`src/rtl/hsi_rx_pkg.sv`:
```
// Shared types and CRC helper for the master-side reply receiver.
package hsi_rx_pkg;

    typedef enum logic [1:0] {
        RX_OK       = 2'd0,
        RX_CRC_ERR  = 2'd1,
        RX_TIMEOUT  = 2'd2,
        RX_LINE_ERR = 2'd3
    } rx_status_e;

    typedef enum logic [1:0] {
        ST_IDLE,
        ST_WAIT_FIRST,
        ST_RECV,
        ST_CHECK
    } rx_state_e;

    localparam logic [15:0] CRC_INIT = 16'hFFFF;
    localparam logic [15:0] POLY     = 16'h1021;

    // CRC16-CCITT, MSB-first, one byte per call.
    function automatic logic [15:0] crc16_ccitt_byte(input logic [15:0] crc, input logic [7:0] d);
        logic [15:0] c;
        c = crc;
        for (int i = 7; i >= 0; i--) begin
            if (c[15] ^ d[i]) c = {c[14:0], 1'b0} ^ POLY;
            else              c = {c[14:0], 1'b0};
        end
        return c;
    endfunction

endpackage

```
`src/rtl/rx_window_timer.sv`:
```
// Saturating cycle timer; hit is high while the count sits at limit-1.
module rx_window_timer (
    input  logic        clk,
    input  logic        rst,
    input  logic        clr,
    input  logic        en,
    input  logic [15:0] limit,
    output logic        hit
);
    logic [15:0] cnt_q, cnt_d;

    assign hit = (cnt_q == (limit - 16'd1));

    always_comb begin
        cnt_d = cnt_q;
        if (clr)              cnt_d = 16'd0;
        else if (en && !hit)  cnt_d = cnt_q + 16'd1;
    end

    always_ff @(posedge clk) begin
        if (rst) cnt_q <= 16'd0;
        else     cnt_q <= cnt_d;
    end
endmodule

```
`src/rtl/hsi_m_rx_reply_ctrl.sv`:
```
// Reply receiver: opens a window after a command frame, collects and CRC-checks
// the reply, forwards payload bytes and reports one completion status.
module hsi_m_rx_reply_ctrl
    import hsi_rx_pkg::*;
#(
    parameter int unsigned SR_LEN  = 4,
    parameter int unsigned DPR_LEN = 6,
    parameter int unsigned CCW_LEN = 2,
    parameter int unsigned T_FIRST = 2000,
    parameter int unsigned T_BYTE  = 400
) (
    input  logic       clk,
    input  logic       rst,
    input  logic       frame_to_reply_end,
    input  logic [2:0] reply_cmd,
    input  logic [7:0] dc_q,
    input  logic       dc_q_rdy,
    input  logic       dc_err,
    output logic [7:0] rx_byte,
    output logic       rx_byte_vld,
    output logic [7:0] rx_byte_idx,
    output logic [2:0] rx_type,
    output logic       busy,
    output logic       done,
    output logic [1:0] status,
    output logic       unsol
);
    rx_state_e  state_q, state_d;
    rx_status_e status_q, status_d;
    logic [7:0]  len_q, len_d;
    logic [8:0]  cnt_q, cnt_d;
    logic [15:0] crc_q, crc_d;
    logic [7:0]  rx_byte_q, rx_byte_d, rx_byte_idx_q, rx_byte_idx_d;
    logic [2:0]  rx_type_q, rx_type_d;
    logic        rx_byte_vld_q, rx_byte_vld_d, busy_q, busy_d;
    logic        done_q, done_d, unsol_q, unsol_d;
    logic        tmr_clr, tmr_en, tmr_hit;
    logic [15:0] tmr_limit;

    rx_window_timer u_timer (
        .clk   (clk),
        .rst   (rst),
        .clr   (tmr_clr),
        .en    (tmr_en),
        .limit (tmr_limit),
        .hit   (tmr_hit)
    );

    always_comb begin
        state_d       = state_q;
        status_d      = status_q;
        len_d         = len_q;
        cnt_d         = cnt_q;
        crc_d         = crc_q;
        rx_byte_d     = rx_byte_q;
        rx_byte_idx_d = rx_byte_idx_q;
        rx_type_d     = rx_type_q;
        rx_byte_vld_d = 1'b0;
        done_d        = 1'b0;
        unsol_d       = 1'b0;
        tmr_clr       = 1'b0;
        tmr_en        = (state_q == ST_WAIT_FIRST) || (state_q == ST_RECV);
        tmr_limit     = (state_q == ST_WAIT_FIRST) ? 16'(T_FIRST) : 16'(T_BYTE);

        case (state_q)
            ST_IDLE: begin
                unsol_d = dc_q_rdy;
                if (frame_to_reply_end && (reply_cmd != 3'b000)) begin
                    state_d = ST_WAIT_FIRST;
                    cnt_d   = 9'd0;
                    crc_d   = CRC_INIT;
                    tmr_clr = 1'b1;
                    if (reply_cmd[0]) begin
                        len_d     = 8'(SR_LEN);
                        rx_type_d = 3'b001;
                    end else if (reply_cmd[1]) begin
                        len_d     = 8'(DPR_LEN);
                        rx_type_d = 3'b010;
                    end else begin
                        len_d     = 8'(CCW_LEN);
                        rx_type_d = 3'b100;
                    end
                end
            end
            ST_WAIT_FIRST, ST_RECV: begin
                // Line error beats a simultaneous byte, a byte beats a timeout.
                if (dc_err) begin
                    done_d   = 1'b1;
                    status_d = RX_LINE_ERR;
                    state_d  = ST_IDLE;
                end else if (dc_q_rdy) begin
                    state_d = ST_RECV;
                    crc_d   = crc16_ccitt_byte(crc_q, dc_q);
                    cnt_d   = cnt_q + 9'd1;
                    tmr_clr = 1'b1;
                    if (cnt_q < {1'b0, len_q}) begin
                        rx_byte_d     = dc_q;
                        rx_byte_vld_d = 1'b1;
                        rx_byte_idx_d = cnt_q[7:0];
                    end
                    if ((cnt_q + 9'd1) == ({1'b0, len_q} + 9'd2)) state_d = ST_CHECK;
                end else if (tmr_hit) begin
                    done_d   = 1'b1;
                    status_d = RX_TIMEOUT;
                    state_d  = ST_IDLE;
                end
            end
            ST_CHECK: begin
                unsol_d  = dc_q_rdy;
                done_d   = 1'b1;
                status_d = (crc_q == 16'h0000) ? RX_OK : RX_CRC_ERR;
                state_d  = ST_IDLE;
            end
            default: state_d = ST_IDLE;
        endcase

        busy_d = (state_d == ST_WAIT_FIRST) || (state_d == ST_RECV);
    end

    always_ff @(posedge clk) begin
        if (rst) begin
            state_q       <= ST_IDLE;
            status_q      <= RX_OK;
            len_q         <= 8'd0;
            cnt_q         <= 9'd0;
            crc_q         <= CRC_INIT;
            rx_byte_q     <= 8'd0;
            rx_byte_idx_q <= 8'd0;
            rx_type_q     <= 3'b000;
            rx_byte_vld_q <= 1'b0;
            busy_q        <= 1'b0;
            done_q        <= 1'b0;
            unsol_q       <= 1'b0;
        end else begin
            state_q       <= state_d;
            status_q      <= status_d;
            len_q         <= len_d;
            cnt_q         <= cnt_d;
            crc_q         <= crc_d;
            rx_byte_q     <= rx_byte_d;
            rx_byte_idx_q <= rx_byte_idx_d;
            rx_type_q     <= rx_type_d;
            rx_byte_vld_q <= rx_byte_vld_d;
            busy_q        <= busy_d;
            done_q        <= done_d;
            unsol_q       <= unsol_d;
        end
    end

    assign rx_byte     = rx_byte_q;
    assign rx_byte_vld = rx_byte_vld_q;
    assign rx_byte_idx = rx_byte_idx_q;
    assign rx_type     = rx_type_q;
    assign busy        = busy_q;
    assign done        = done_q;
    assign status      = status_q;
    assign unsol       = unsol_q;
endmodule

```
`config.mk`:
```
export PLATFORM = sky130hd
export DESIGN_NAME = hsi_m_rx_reply_ctrl
export DESIGN_NICKNAME = d
export VERILOG_FILES = /design/src/rtl/hsi_rx_pkg.sv /design/src/rtl/rx_window_timer.sv /design/src/rtl/hsi_m_rx_reply_ctrl.sv
export SDC_FILE = /design/constraint.sdc
export NUM_CORES = 1
export LEC_CHECK = 0
export BUFFER_PORTS_ARGS = -buffer_cell sky130_fd_sc_hd__buf_2
export CAP_MARGIN = 40
export CORE_AREA = 2 2 90 92
export DETAILED_ROUTE_END_ITERATION = 8
export DIE_AREA = 0 0 92 94
export MAX_ROUTING_LAYER = met4
export PLACE_DENSITY = 0.75
export SYNTH_ARGS = -nofsm -noshare
export SYNTH_HDL_FRONTEND = slang
export SYNTH_HIERARCHICAL = 1
export SYNTH_SLANG_ARGS = --single-unit
```
`constraint.sdc`:
```
create_clock -name clk -period 2.55 [get_ports clk]
set_input_delay 0 -clock clk [delete_from_list [all_inputs] [get_ports clk]]
set_output_delay 0 -clock clk [all_outputs]
set_load 0.1 [all_outputs]
```
### After elaboration in Yosys (flattened, before gate mapping)

Index checks and enable logic that the tools add are counted.

| word-level totals | value |
|---|---|
| bits in writable memories | 0 |
| input port bits | 16 |
| logic and storage cells | 131 |
| output and inout bits | 25 |
| register bits | 76 |
| bits in latches | 0 |
| memories kept | 0 |
| memory bits (read-only) | 0 |

| cells by class | value |
|---|---|
| add/sub/neg operators | 4 |
| div/mod/pow operators | 0 |
| reductions and logical operators | 19 |
| mux-type cells | 62 |
| equality and inequality tests | 12 |
| shift operators | 0 |
| order comparisons | 1 |
| $mul | 0 |
| bitwise logic cells | 20 |

Operator list:

| operator | number |
|---|---|
| 16-bit 2-to-1 mux | 24 |
| 13-bit 2-to-1 mux | 8 |
| 16-bit one-hot mux with 2 select lines | 1 |
| 9-bit 2-to-1 mux | 3 |
| 3-bit NOT | 8 |
| 9-bit one-hot mux with 2 select lines | 1 |
| 16-bit by 1-bit adder with 16-bit output, second input constant | 1 |
| 16-bit == test | 1 |
| 16-bit zero test | 1 |
| 2-bit 2-to-1 mux | 7 |
| 3-bit 2-to-1 mux | 4 |
| 11-bit by 1-bit subtractor with 12-bit output, second input constant | 1 |
| 11-bit 2-to-1 mux | 1 |
| 8-bit by 2-bit adder with 9-bit output, second input constant | 1 |
| 9-bit by 1-bit adder with 9-bit output, second input constant | 1 |
| 9-bit == test | 1 |
| 9-bit by 8-bit < comparator with 1-bit output | 1 |
| 1-bit 2-to-1 mux | 9 |
| 4-bit AND reduction | 2 |
| 2-bit OR reduction | 4 |
| 1-bit XOR | 8 |
| 2-bit == test, second input constant | 3 |
| 2-bit inequality test, second input constant | 3 |
| 2-bit one-hot mux with 3 select lines | 1 |
| 15 further kinds | 23 |

### Longest topological paths before layout

Gate-level depths: netlist of run 1.

| logic depth | value |
|---|---|
| word-level depth | 40 |
| depth in mapped cells | 13 |
| mapped depth without buffers | 13 |

### Modules after synthesis

Netlist of run 1, hierarchy kept.

Modules (own cells, without submodules):

| module | times used | area an instance (um^2) | cells each | sequential area each (um^2) |
|---|---|---|---|---|
| hsi_m_rx_reply_ctrl | 1 | 2601.2 | 297 | 1081.0 |
| rx_window_timer | 1 | 1446.4 | 174 | 320.3 |

### Worst setup path before layout of run 1

OpenSTA, ideal clock, no wires.

| path | value |
|---|---|
| path kind | reg2reg |
| start | reg u_timer.cnt_q[3] |
| end | reg busy_q (netlist: busy) |
| path buffers | 0 |
| data arrival time | 2472 ps |
| stages on the path, launching flop included | 11 |
| library setup time | 122 ps |
| data required time | 2428 ps |
| period minus slack after synthesis | 2594 ps |
| setup slack | -44 ps |
| cells stage by stage | dfxtp_1 > or4_4 > o2111a_1 > o211a_1 > nand4b_1 > a31oi_1 > and4_1 > or4_1 > o2111a_1 > a32oi_1 > nand2_1 |

| on the way | value |
|---|---|
| longest elaborated chain between the ends | 7 |
| elaborated cells between the ends (all ways) | 8 |
| classes of those cells | 3 x eq/ne; 4 x mux; 1 x reduce/logical |

RTL lines:

| item | line | source |
|---|---|---|
| from (decl) | rx_window_timer.sv:10 | `logic [15:0] cnt_q, cnt_d;` |
| from (signal assigned) | rx_window_timer.sv:22 | `else cnt_q <= cnt_d;` |
| 16-bit == test (*) | rx_window_timer.sv:12 | `assign hit = (cnt_q == (limit - 16'd1));` |
| via tmr_hit | hsi_m_rx_reply_ctrl.sv:37 | `logic tmr_clr, tmr_en, tmr_hit;` |
| 2-bit 2-to-1 mux (*) | hsi_m_rx_reply_ctrl.sv:102 | `end else if (tmr_hit) begin` |
| 2-bit 2-to-1 mux (*) | hsi_m_rx_reply_ctrl.sv:91 | `end else if (dc_q_rdy) begin` |
| 2-bit 2-to-1 mux (*) | hsi_m_rx_reply_ctrl.sv:87 | `if (dc_err) begin` |
| 2-bit one-hot mux with 3 select lines (*) | hsi_m_rx_reply_ctrl.sv:65 | `case (state_q)` |
| 2-bit by 1-bit == test with 1-bit output or 2-bit == test (tied branches) | hsi_m_rx_reply_ctrl.sv:117 | `busy_d = (state_d == ST_WAIT_FIRST) \|\| (state_d == ST_RECV);` |
| 1-bit logical OR (*) | hsi_m_rx_reply_ctrl.sv:117 |  |
| to (signal assigned) | hsi_m_rx_reply_ctrl.sv:144 | `busy_q <= busy_d;` |
| to (decl) | hsi_m_rx_reply_ctrl.sv:35 | `logic rx_byte_vld_q, rx_byte_vld_d, busy_q, busy_d;` |

Mark *: on every way through the listed nets, which the timed path passes. The rest lies on a longest branch.
A chain may end at the register's enable or synchronous reset.

### Worst setup path in the final report of run 1

Same ends and word-level chain as after synthesis.

==> results.toml, run 1 <==
[status]
run_status = "finished, final reports clean"

[clock_network]
ctsRootBufferMaster = "clkbuf_8"
clkLatencyLatePin_ns = 0.36
cts_sinks = 70
clock_path_buffers = 2
cts_tree = "yes"
clkSlewWorstSetupHoldPaths_ns = 0.09
cts_max_level = 3
cts-buffers-inserted = 9

[job]
cap_violations = 0

[synth]
synthTopCellsByArea = "dfxtp_1 35%, xnor2_1 6.7%, xor2_1 4.3%"
synth_common_cells = "70 x dfxtp_1, 40 x nand2_1, 39 x nor2_1"
ys.warnings.count = 6
yosysTopAreaCellShare = 0.346
number_of_synthesized_flops_with_an_enable_pin = 0
synth_seq_cells = 70
prevailing_post_synth_register_cell = "dfxtp_1"
synth_area_per_inst_um2 = 8.59
netlist_instances = 471
synthDistinctLibCells = 70
netlist_area_um2 = 4050
post-synth-top-area-cell = "dfxtp_1"
synth_seq_area_share = 0.346
synth.most_common_cell = "dfxtp_1"
asyncSetResetFlopFracSynth = 0

[global_routing]
first_global_vias = 3434
grt_overflow_total = 0
wire_length_of_the_first_global_routing_pass_um = 15900
grt_antenna_before_repair = 0
grt_max_degree = 37
globalRouteTotalUtil = 0.235

[timing]
fin_ws_ns = 0.0758
hold_slack_ns = 0.0451
finalCritPeriodShare = 0.970
layout_min_cycle_time_ns = 2.47
worst_case_clock_skew_ns = 0.0146
report.final.setup_viol = 0
setup_tns_ns = 0
max_slew.worst_pin.slew_ns = 0.683
drv_slew = 0
rsz0062_at_grt = "true"
max_freq_mhz = 404
hold_viol_final = 0
maxSlewHeadroom = 0.545

[final_layout]
seq_area_um2 = 1400
area_growth_syn_to_layout_pct = 21.9
count_of_nets_after_finishing = 609
num_antenna_cells = 0
fin_util = 0.649
multi_input_comb_area_um2 = 2680
fillCellCount = 659
drive_gt1_frac = 0.175

[pwr]
cellLeakagePower_nw = 2.06
post-layout-total-power_w = 0.00243
power.ir.vdd_worst_uv = 344
cellPowerDensity_nw_per_um2 = 493

[floorplan]
rows = 32
fp.dieW_um = 92
die_area_um2 = 8650
core-area_um2 = 7610
io_pins = 41
die_height_um = 94
floorplan.initialDensity = 0.532

[routing]
wl_per_cell_um = 13.5
drt_first_iter_violations = 159
avgViaCountPerCell = 5.34
detailroute.via_count = 3688
remaining_drc_errors = 0
postRouteWirelength_um = 9300
drtPass1Iterations = 4
postRouteAntennaNets = 0

[worst_hold_path]
hold_class = "input port to register"

[setup_path]
setup.worst_path.end_class = "register"
timing.critical_path.required_ns = 2.81
crit_path_start_kind = "register"
worst_ep_arrival_time_ns = 2.73
setup.worst_path.class = "register to register"
crit_path_max_fanout = 3

[placed_design]
gp_congestion = 0.899
detailed_place_hpwl_um = 6700
io_buffer_count = 40
place_ws_ns = -0.0686
stage by stage:
step                cells  cell area (um^2)
floorplan             524              4250
global placement      660              4600
detailed placement    660              4600
CTS                   691              4930
global route          691              4930
finish                691              4930
report_power, final:
group	internal (W)	switching [W]	leakage, nW
Combinational	0.000160	0.000281	1.41
Clock	0.000373	0.000490	0.0892
Sequential	0.00111	0.0000166	0.567
Total	0.00165	0.000787	2.06
repair_timing:
action | CTS | global route
hold buffers | 14 | 0
endpoints found under the hold margin | 13 | 0
pin swaps | 6 | 0
endpoints found under the setup margin | 1 | 1
setup buffers | 1 | 0
gates resized for setup | 1 | 1
worst max-delay path: stages, from the launching register on:
cell	delay, ns
dfxtp_2	0.33
or4_4	0.42
o2111a_1	0.14
o211a_1	0.24
nand4b_1	0.09
a31oi_1	0.04
and4_1	0.23
or4_4	0.49
o2111a_1	0.16
a32oi_1	0.18
nand2_1	0.06
sequential cells by signal (all words and copies together) (netlist names):
signal and cells:
rx_byte_idx 8, u_timer/cnt_q 16, cnt_q 9, done 1, rx_byte 8, status 2
crc_q 16, rx_byte_vld 1, state_q 2, unsol 1, rx_type 3, len_q 2
busy 1
cell type report:
cell class / count / area share
Sequential cell: 70 / 0.284
Multi-Input combinational cell: 420 / 0.543
Inverter: 12 / 0.00913
Clock buffer: 9 / 0.0251
Tap cell: 102 / 0.0259
Clock inverter: 7 / 0.0124
Timing Repair Buffer: 71 / 0.0999
cells by family after synthesis:
family,Yosys count,share of synthesized area
other,2,0.00186
and+or+nand+nor,185,0.262
DFF,70,0.346
muxes,12,0.0300
buffers and inverters,34,0.0423
AOI/OAI and AO/OA,106,0.170
adders and majority gates,9,0.0278
xor gates and xnor gates,53,0.120
metal layers:
metal / global-route usage / vias to the layer above / part of all wire
li1: - / 1875 / -
met1: 0.301 / 1711 / 0.47
met2: 0.374 / 88 / 0.47
met3: 0.0361 / 14 / 0.040
met4: 0.0958 / 0 / 0.015
met5: - / - / 0
path summary, 6_finish.rpt:
kind	end	slack (ns)	start	depth (start not counted)
worst min register to register	rx_type[0]	0.46	rx_type[0]	2
worst min-delay path	status[0]	0.05	dc_err	5
worst max register to register	busy	0.08	u_timer/cnt_q[3]	10
worst max-delay path	busy	0.08	u_timer/cnt_q[3]	10
layout by cell type, fill, tap and decap left out, types with 7 or more instances in the layout:
cell | Yosys | final
dfxtp_1 | 70 | 69
conb_1 | 2 | 55
nand2_1 | 40 | 40
buf_2 | 8 | 40
nor2_1 | 39 | 39
xnor2_1 | 31 | 31
a21oi_1 | 26 | 26
xor2_1 | 20 | 20
nand3_1 | 20 | 20
o21ai_1 | 17 | 17
buf_4 | 1 | 15
dlygate4sd3_1 | 0 | 14
inv_1 | 11 | 11
mux2i_1 | 11 | 11
o21ai_0 | 11 | 11
and3_1 | 10 | 10
nand2b_1 | 9 | 9
clkbuf_8 | 0 | 9
o22ai_1 | 8 | 8
nor4_1 | 8 | 8
ha_1 | 9 | 8
nor3_1 | 7 | 7
or3_1 | 7 | 7
No activity file was read; power rests on OpenSTA's default activity.
==> run 2, diff against run 1 <==
--- a/config.mk
+++ b/config.mk
@@ -7,12 +7,11 @@
 export LEC_CHECK = 0
 export BUFFER_PORTS_ARGS = -buffer_cell sky130_fd_sc_hd__buf_2
 export CAP_MARGIN = 40
-export CORE_AREA = 2 2 90 92
+export CORE_AREA = 2 2 85 87
 export DETAILED_ROUTE_END_ITERATION = 8
-export DIE_AREA = 0 0 92 94
+export DIE_AREA = 0 0 87 89
 export MAX_ROUTING_LAYER = met4
-export PLACE_DENSITY = 0.75
+export PLACE_DENSITY = 0.72
 export SYNTH_ARGS = -nofsm -noshare
 export SYNTH_HDL_FRONTEND = slang
-export SYNTH_HIERARCHICAL = 1
 export SYNTH_SLANG_ARGS = --single-unit
==> run 2 against run 1 <==
Compared with the run above: routed wire length is 19% lower; worst setup slack better by 0.30 ns; critical path depth is 3 lower; non-clock buffer count is 12 lower; synthesized cell count is 17% lower; clock power is 23% higher; fmax is 14% higher; register-to-register slack better by 0.30 ns; global-route usage is 2.2 points lower; flip-flop and latch count stayed put; clock skew is 0.0063 ns lower; sequential power hardly changed.
==> results.toml, run 2 <==
[status]
run_status = "finished, final reports clean"

[final_layout]
commonest_cells_after_routing_fill_and_taps_aside = "70 x dfxtp_1, 49 x nor2_1, 40 x buf_2, 29 x xnor2_1, 24 x a21oi_1"
count_of_nets_after_finishing = 469
seq_area_um2 = 1400
final_common_cell = "dfxtp_1"
fillCellCount = 580
multi_input_comb_area_um2 = 1910
area_growth_syn_to_layout_pct = 18.6
layout_top_registers = "crc_q: 16 flops, u_timer.cnt_q: 16 flops, cnt_q: 9 flops"
drive_gt1_frac = 0.169
num_antenna_cells = 0
finish.cell_count_without_fillers = 529

[setup_path]
setup.worst_path.end_class = "register"
worst_ep_arrival_time_ns = 2.45
setup.worst_path.class = "register to register"
regToRegEndpoint = "u_timer.cnt_q[8]"
crit_path_max_fanout = 10
r2r_cells = 7
timing.critical_path.required_ns = 2.82
crit_path_start_kind = "register"
worst_r2r_startpoint = "state_q[1]"
regToRegSetupSlack_ns = 0.37

[timing]
hold_slack_ns = 0.0151
worst_case_clock_skew_ns = 0.00835
max_slew.worst_pin.slew_ns = 0.532
fin_ws_ns = 0.375
maxSlewHeadroom = 0.642
finalCritPeriodShare = 0.853
report.final.setup_viol = 0
rsz0062_at_grt = "false"
setup_tns_ns = 0
drv_slew = 0
hold_viol_final = 0
max_freq_mhz = 460
layout_min_cycle_time_ns = 2.18

[floorplan]
rows = 30
floorplan.initialDensity = 0.512
core-area_um2 = 6720
die_height_um = 89
die_area_um2 = 7740
io_pins = 41
fp.dieW_um = 87

[placed_design]
place_ws_ns = 0.378
io_buffer_count = 40
placed_cells_incl_taps = 500
detailed_place_hpwl_um = 5110
gp_congestion = 0.874

[clock_network]
clock_path_buffers = 2
clkLatencyLatePin_ns = 0.34
cts_tree = "yes"
ctsRootBufferMaster = "clkbuf_8"
post-cts-setup-buffer-count = 0
clkSlewWorstSetupHoldPaths_ns = 0.07
cts_max_level = 3
cts-buffers-inserted = 9
ctsResizeCount = 0
cts_sinks = 70
holdBufCountCts = 13

[routing]
drt_first_iter_violations = 158
drtPass1Iterations = 5
wl_per_cell_um = 14.2
remaining_drc_errors = 0
avgViaCountPerCell = 5.39
postRouteAntennaNets = 0
detailroute.via_count = 2853
postRouteWirelength_um = 7490

[pwr]
cellPowerDensity_nw_per_um2 = 638
power.ir.vdd_worst_uv = 468
cellLeakagePower_nw = 1.50

[worst_hold_path]
hold_path_end = "len_q[1]"
hold_path.startpoint = "frame_to_reply_end"
hold_class = "input port to register"
hold_path_depth = 3

[synth]
ys.warnings.count = 0
post-synth-top-area-cell = "dfxtp_1"
synthTopCellsByArea = "dfxtp_1 41%, xnor2_1 7.4%, nor2_1 5.3%"
synth_area_per_inst_um2 = 8.75
synth.most_common_cell = "dfxtp_1"
synth_seq_cells = 70
synthDistinctLibCells = 48
netlist_area_um2 = 3440
yosysTopAreaCellShare = 0.407
synth_common_cells = "70 x dfxtp_1, 49 x nor2_1, 29 x xnor2_1"
netlist_instances = 393
asyncSetResetFlopFracSynth = 0
number_of_synthesized_flops_with_an_enable_pin = 0
postSynthNetCount = 418
prevailing_post_synth_register_cell = "dfxtp_1"
synth_seq_area_share = 0.407

[global_routing]
grt_overflow_total = 0
wire_length_of_the_first_global_routing_pass_um = 12600
grt_antenna_before_repair = 0
globalRouteTotalUtil = 0.213
grt_max_degree = 35
first_global_vias = 2736

[job]
cap_violations = 0
## run 2: changes by cell type in the layout (fill, tap and decap cells not counted), sizes merged, moves of 10 or more
cell / previous run / this run
buf: 57 / 46
o21ai: 30 / 18
xor2: 21 / 11
nor2: 39 / 49
conb: 55 / 0
nand2: 40 / 19
nand2b: 9 / 19
## run 2: worst max path at each step
stage / start / endpoint / slack (ns) / depth (start not counted)
6_report: state_q[1] / u_timer.cnt_q[8] / 0.37 / 7
5_1_grt: state_q[0] / busy / 0.18 / 7
4_1_cts: state_q[1] / u_timer.cnt_q[14] / 0.37 / 8
3_5_place_dp: state_q[1] / u_timer.cnt_q[14] / 0.38 / 8
3_3_place_gp: state_q[1] / busy / 0.45 / 8
2_1_floorplan: state_q[0] / rx_byte[0] / 0.51 / 8
## run 2: cell families (layout without fill, tap and decap cells)
| kind of cell | Yosys count | count (layout) | synth area share |
|---|---|---|---|
| and+or+nand+nor | 169 | 169 | 0.272 |
| DFF | 70 | 70 | 0.407 |
| AOI/OAI and AO/OA | 61 | 61 | 0.111 |
| xor gates and xnor gates | 40 | 40 | 0.102 |
| buffers and inverters | 31 | 87 | 0.0360 |
| muxes | 13 | 13 | 0.0386 |
| adders and majority gates | 9 | 9 | 0.0327 |
## run 2: cell type report
type | count | area share
clock buffers | 12 | 0.0405
clock inverters | 4 | 0.0187
inverters | 12 | 0.0110
multi-input cells | 292 | 0.469
flip-flops and latches | 70 | 0.344
well taps | 80 | 0.0245
repair buffers | 59 | 0.0921
## run 2: power breakdown
part	internal [W]	leakage (nW)	total, W	switching, W
clock network	0.000635	0.119	0.00106	0.000426
logic	0.000142	0.818	0.000394	0.000251
registers	0.00112	0.567	0.00115	0.0000243
total	0.00190	1.50	0.00260	0.000701
## run 2: worst max-delay path, stage by stage (launching register included)
cell,delay [ns]
dfxtp_1,0.40
inv_1,0.10
ha_1,0.21
and4_1,0.23
o2111ai_4,0.34
nand4_2,0.26
or3_1,0.42
a21oi_1,0.14
## run 2: metal layers
metal,GRT usage,wire length [um],share of wire
met5,-,0,0
met4,0.0753,92,0.012
met3,0.0462,302,0.040
met2,0.352,3640,0.49
met1,0.257,3450,0.46
## run 2: through the flow
step	util	total power, W	area, um^2
2_1_floorplan	-	0.00146	3440
3_3_place_gp	0.552	0.00154	3710
3_5_place_dp	0.552	0.00155	3710
4_1_cts	0.607	0.00262	4080
5_1_grt	0.607	0.00270	4080
6_report	0.607	0.00260	4080
==> run 3, diff against run 2 <==
--- a/config.mk
+++ b/config.mk
@@ -10,7 +10,6 @@
 export CORE_AREA = 2 2 85 87
 export DETAILED_ROUTE_END_ITERATION = 8
 export DIE_AREA = 0 0 87 89
-export MAX_ROUTING_LAYER = met4
 export PLACE_DENSITY = 0.72
 export SYNTH_ARGS = -nofsm -noshare
 export SYNTH_HDL_FRONTEND = slang
==> run 3 against run 2 <==
Compared with the run above: register-to-register slack hardly changed; critical path depth unchanged; fmax is essentially flat; die area unchanged; largest cell class unchanged.
==> results.toml, run 3 (synthesis gave the netlist of run 2 again) <==
[floorplan]
io_pins = 41
fp.dieW_um = 87
core-area_um2 = 6720
die_area_um2 = 7740
floorplan.initialDensity = 0.512
rows = 30
die_height_um = 89

[final_layout]
final_area_um2 = 4080
finish.cell_count_without_fillers = 529
commonest_cells_after_routing_fill_and_taps_aside = "70 x dfxtp_1, 49 x nor2_1, 40 x buf_2, 29 x xnor2_1, 24 x a21oi_1"
count_of_nets_after_finishing = 469
num_antenna_cells = 0
layout_top_registers = "crc_q: 16 flops, u_timer.cnt_q: 16 flops, cnt_q: 9 flops"
area_growth_syn_to_layout_pct = 18.6
drive_gt1_frac = 0.169
final_common_cell = "dfxtp_1"
fillCellCount = 580

[timing]
hold_viol_final = 0
worst_case_clock_skew_ns = 0.00789
setup_tns_ns = 0
finalCritPeriodShare = 0.853
max_freq_mhz = 460
report.final.setup_viol = 0
rsz0062_at_grt = "false"
fin_ws_ns = 0.376
maxSlewHeadroom = 0.612
drv_slew = 0
layout_min_cycle_time_ns = 2.17
max_slew.worst_pin.slew_ns = 0.578

[placed_design]
place_ws_ns = 0.378
detailed_place_hpwl_um = 5110
io_buffer_count = 40
gp_congestion = 0.860
post_dp_cell_area_um2 = 3710
placed_cells_incl_taps = 500

[setup_path]
worst_ep_arrival_time_ns = 2.45
worst_r2r_startpoint = "state_q[1]"
setup.worst_path.class = "register to register"
timing.critical_path.required_ns = 2.83
worstPathCellList = "inv_1, ha_1, and4_1, o2111ai_4, nand4_2, or3_1, a21oi_1"
critPathBufInv = 1
path_delay_family = "simple AND/OR/NAND/NOR gates"
critical_path.startpoint = "state_q[1]"
regToRegSetupSlack_ns = 0.38
setup.worst_path.end_class = "register"
critical_path.slowest_cell = "or3_1"
critical_path.max_stage_delay_ns = 0.41
crit_path_start_kind = "register"
crit_path_max_fanout = 10
r2r_cells = 7
regToRegEndpoint = "u_timer.cnt_q[8]"

[clock_network]
cts_tree = "yes"
clock_path_buffers = 2
cts_max_level = 3
clkSlewWorstSetupHoldPaths_ns = 0.07
post-cts-setup-buffer-count = 0
ctsRootBufferMaster = "clkbuf_8"
cts_sinks = 70
cts-buffers-inserted = 9
clkLatencyLatePin_ns = 0.35

[pwr]
p_sw_frac = 0.271
power.ir.vdd_worst_uv = 467
netSwitchingPower_w = 0.000704
share_comb_of_total_power = 0.151
clock_power_frac = 0.409
power_report.internal_total_w = 0.00190
cellLeakagePower_nw = 1.50
power.share.sequential = 0.440
post-layout-total-power_w = 0.00260
cellPowerDensity_nw_per_um2 = 638

[worst_hold_path]
hold_path.startpoint = "frame_to_reply_end"
hold_class = "input port to register"
hold_path_depth = 3
hold_path_end = "len_q[1]"

[global_routing]
first_global_vias = 2744
grt_antenna_before_repair = 0
globalRouteTotalUtil = 0.206
wire_length_of_the_first_global_routing_pass_um = 12600
grt_max_degree = 35
grt_overflow_total = 0

[job]
cap_violations = 0

[routing]
drtPass1Iterations = 4
postRouteWirelength_um = 7470
postRouteAntennaNets = 0
remaining_drc_errors = 0
avgViaCountPerCell = 5.39
detailroute.via_count = 2850
wl_per_cell_um = 14.1
drt_first_iter_violations = 138

[status]
run_status = "finished, final reports clean"
[run 3: cell counts in the layout (fill, tap and decap cells not counted)]
No cell type changed its count.
[run 3: cell type report]
type / count / area [um^2] / share of cell area
Sequential cell: 70 / 1400 / 0.344
Multi-Input combinational cell: 292 / 1910 / 0.469
Inverter: 12 / 45.0 / 0.0110
Timing Repair Buffer: 59 / 375 / 0.0921
Clock buffer: 12 / 165 / 0.0405
Tap cell: 80 / 100 / 0.0245
Clock inverter: 4 / 76.3 / 0.0187
[run 3: per-layer routing]
layer  share of wire  up-vias  track usage  routed length (um)
li1                -     1463            -                   -
met1            0.46     1313        0.257                3420
met2            0.49       65        0.352                3620
met3           0.041        9       0.0351                 308
met4           0.016        0       0.0881                 120
met5               0        -            0                   0
[run 3: timing repair]
| item | 4_1_cts | 5_1_grt |
|---|---|---|
| gates resized for setup | 0 | 0 |
| hold buffers | 13 | 0 |
| hold endpoints to repair | 11 | 0 |
[run 3: how the worst max path moves through the flow]
stage | cells after the start | endpoint | slack, ns
floorplan | 8 | rx_byte[0] | 0.51
global placement | 8 | busy | 0.45
detailed placement | 8 | u_timer.cnt_q[14] | 0.38
CTS | 8 | u_timer.cnt_q[14] | 0.37
global route | 7 | busy | 0.18
finish | 7 | u_timer.cnt_q[8] | 0.38
[run 3: stage by stage]
step | hold slack (ns) | utilization
floorplan | 0.0809 | -
global placement | 0.270 | 0.552
detailed placement | 0.278 | 0.552
CTS | 0.00626 | 0.607
global route | 0.0359 | 0.607
finish | 0.0132 | 0.607
[run 3: power groups by stage]
| stage | Combinational (W) | Clock (W) | Sequential (W) |
|---|---|---|---|
| CTS | 0.000395 | 0.00108 | 0.00115 |
| global placement | 0.000372 | 0 | 0.00117 |
| finish | 0.000393 | 0.00106 | 0.00115 |
| floorplan | 0.000229 | 0 | 0.00123 |
| detailed placement | 0.000378 | 0 | 0.00117 |
| global route | 0.000430 | 0.00112 | 0.00115 |
[run 3: worst register-to-register path: stages (launching register included)]
cell	delay (ns)
dfxtp_1	0.40
inv_1	0.10
ha_1	0.21
and4_1	0.23
o2111ai_4	0.35
nand4_2	0.26
or3_1	0.42
a21oi_1	0.14
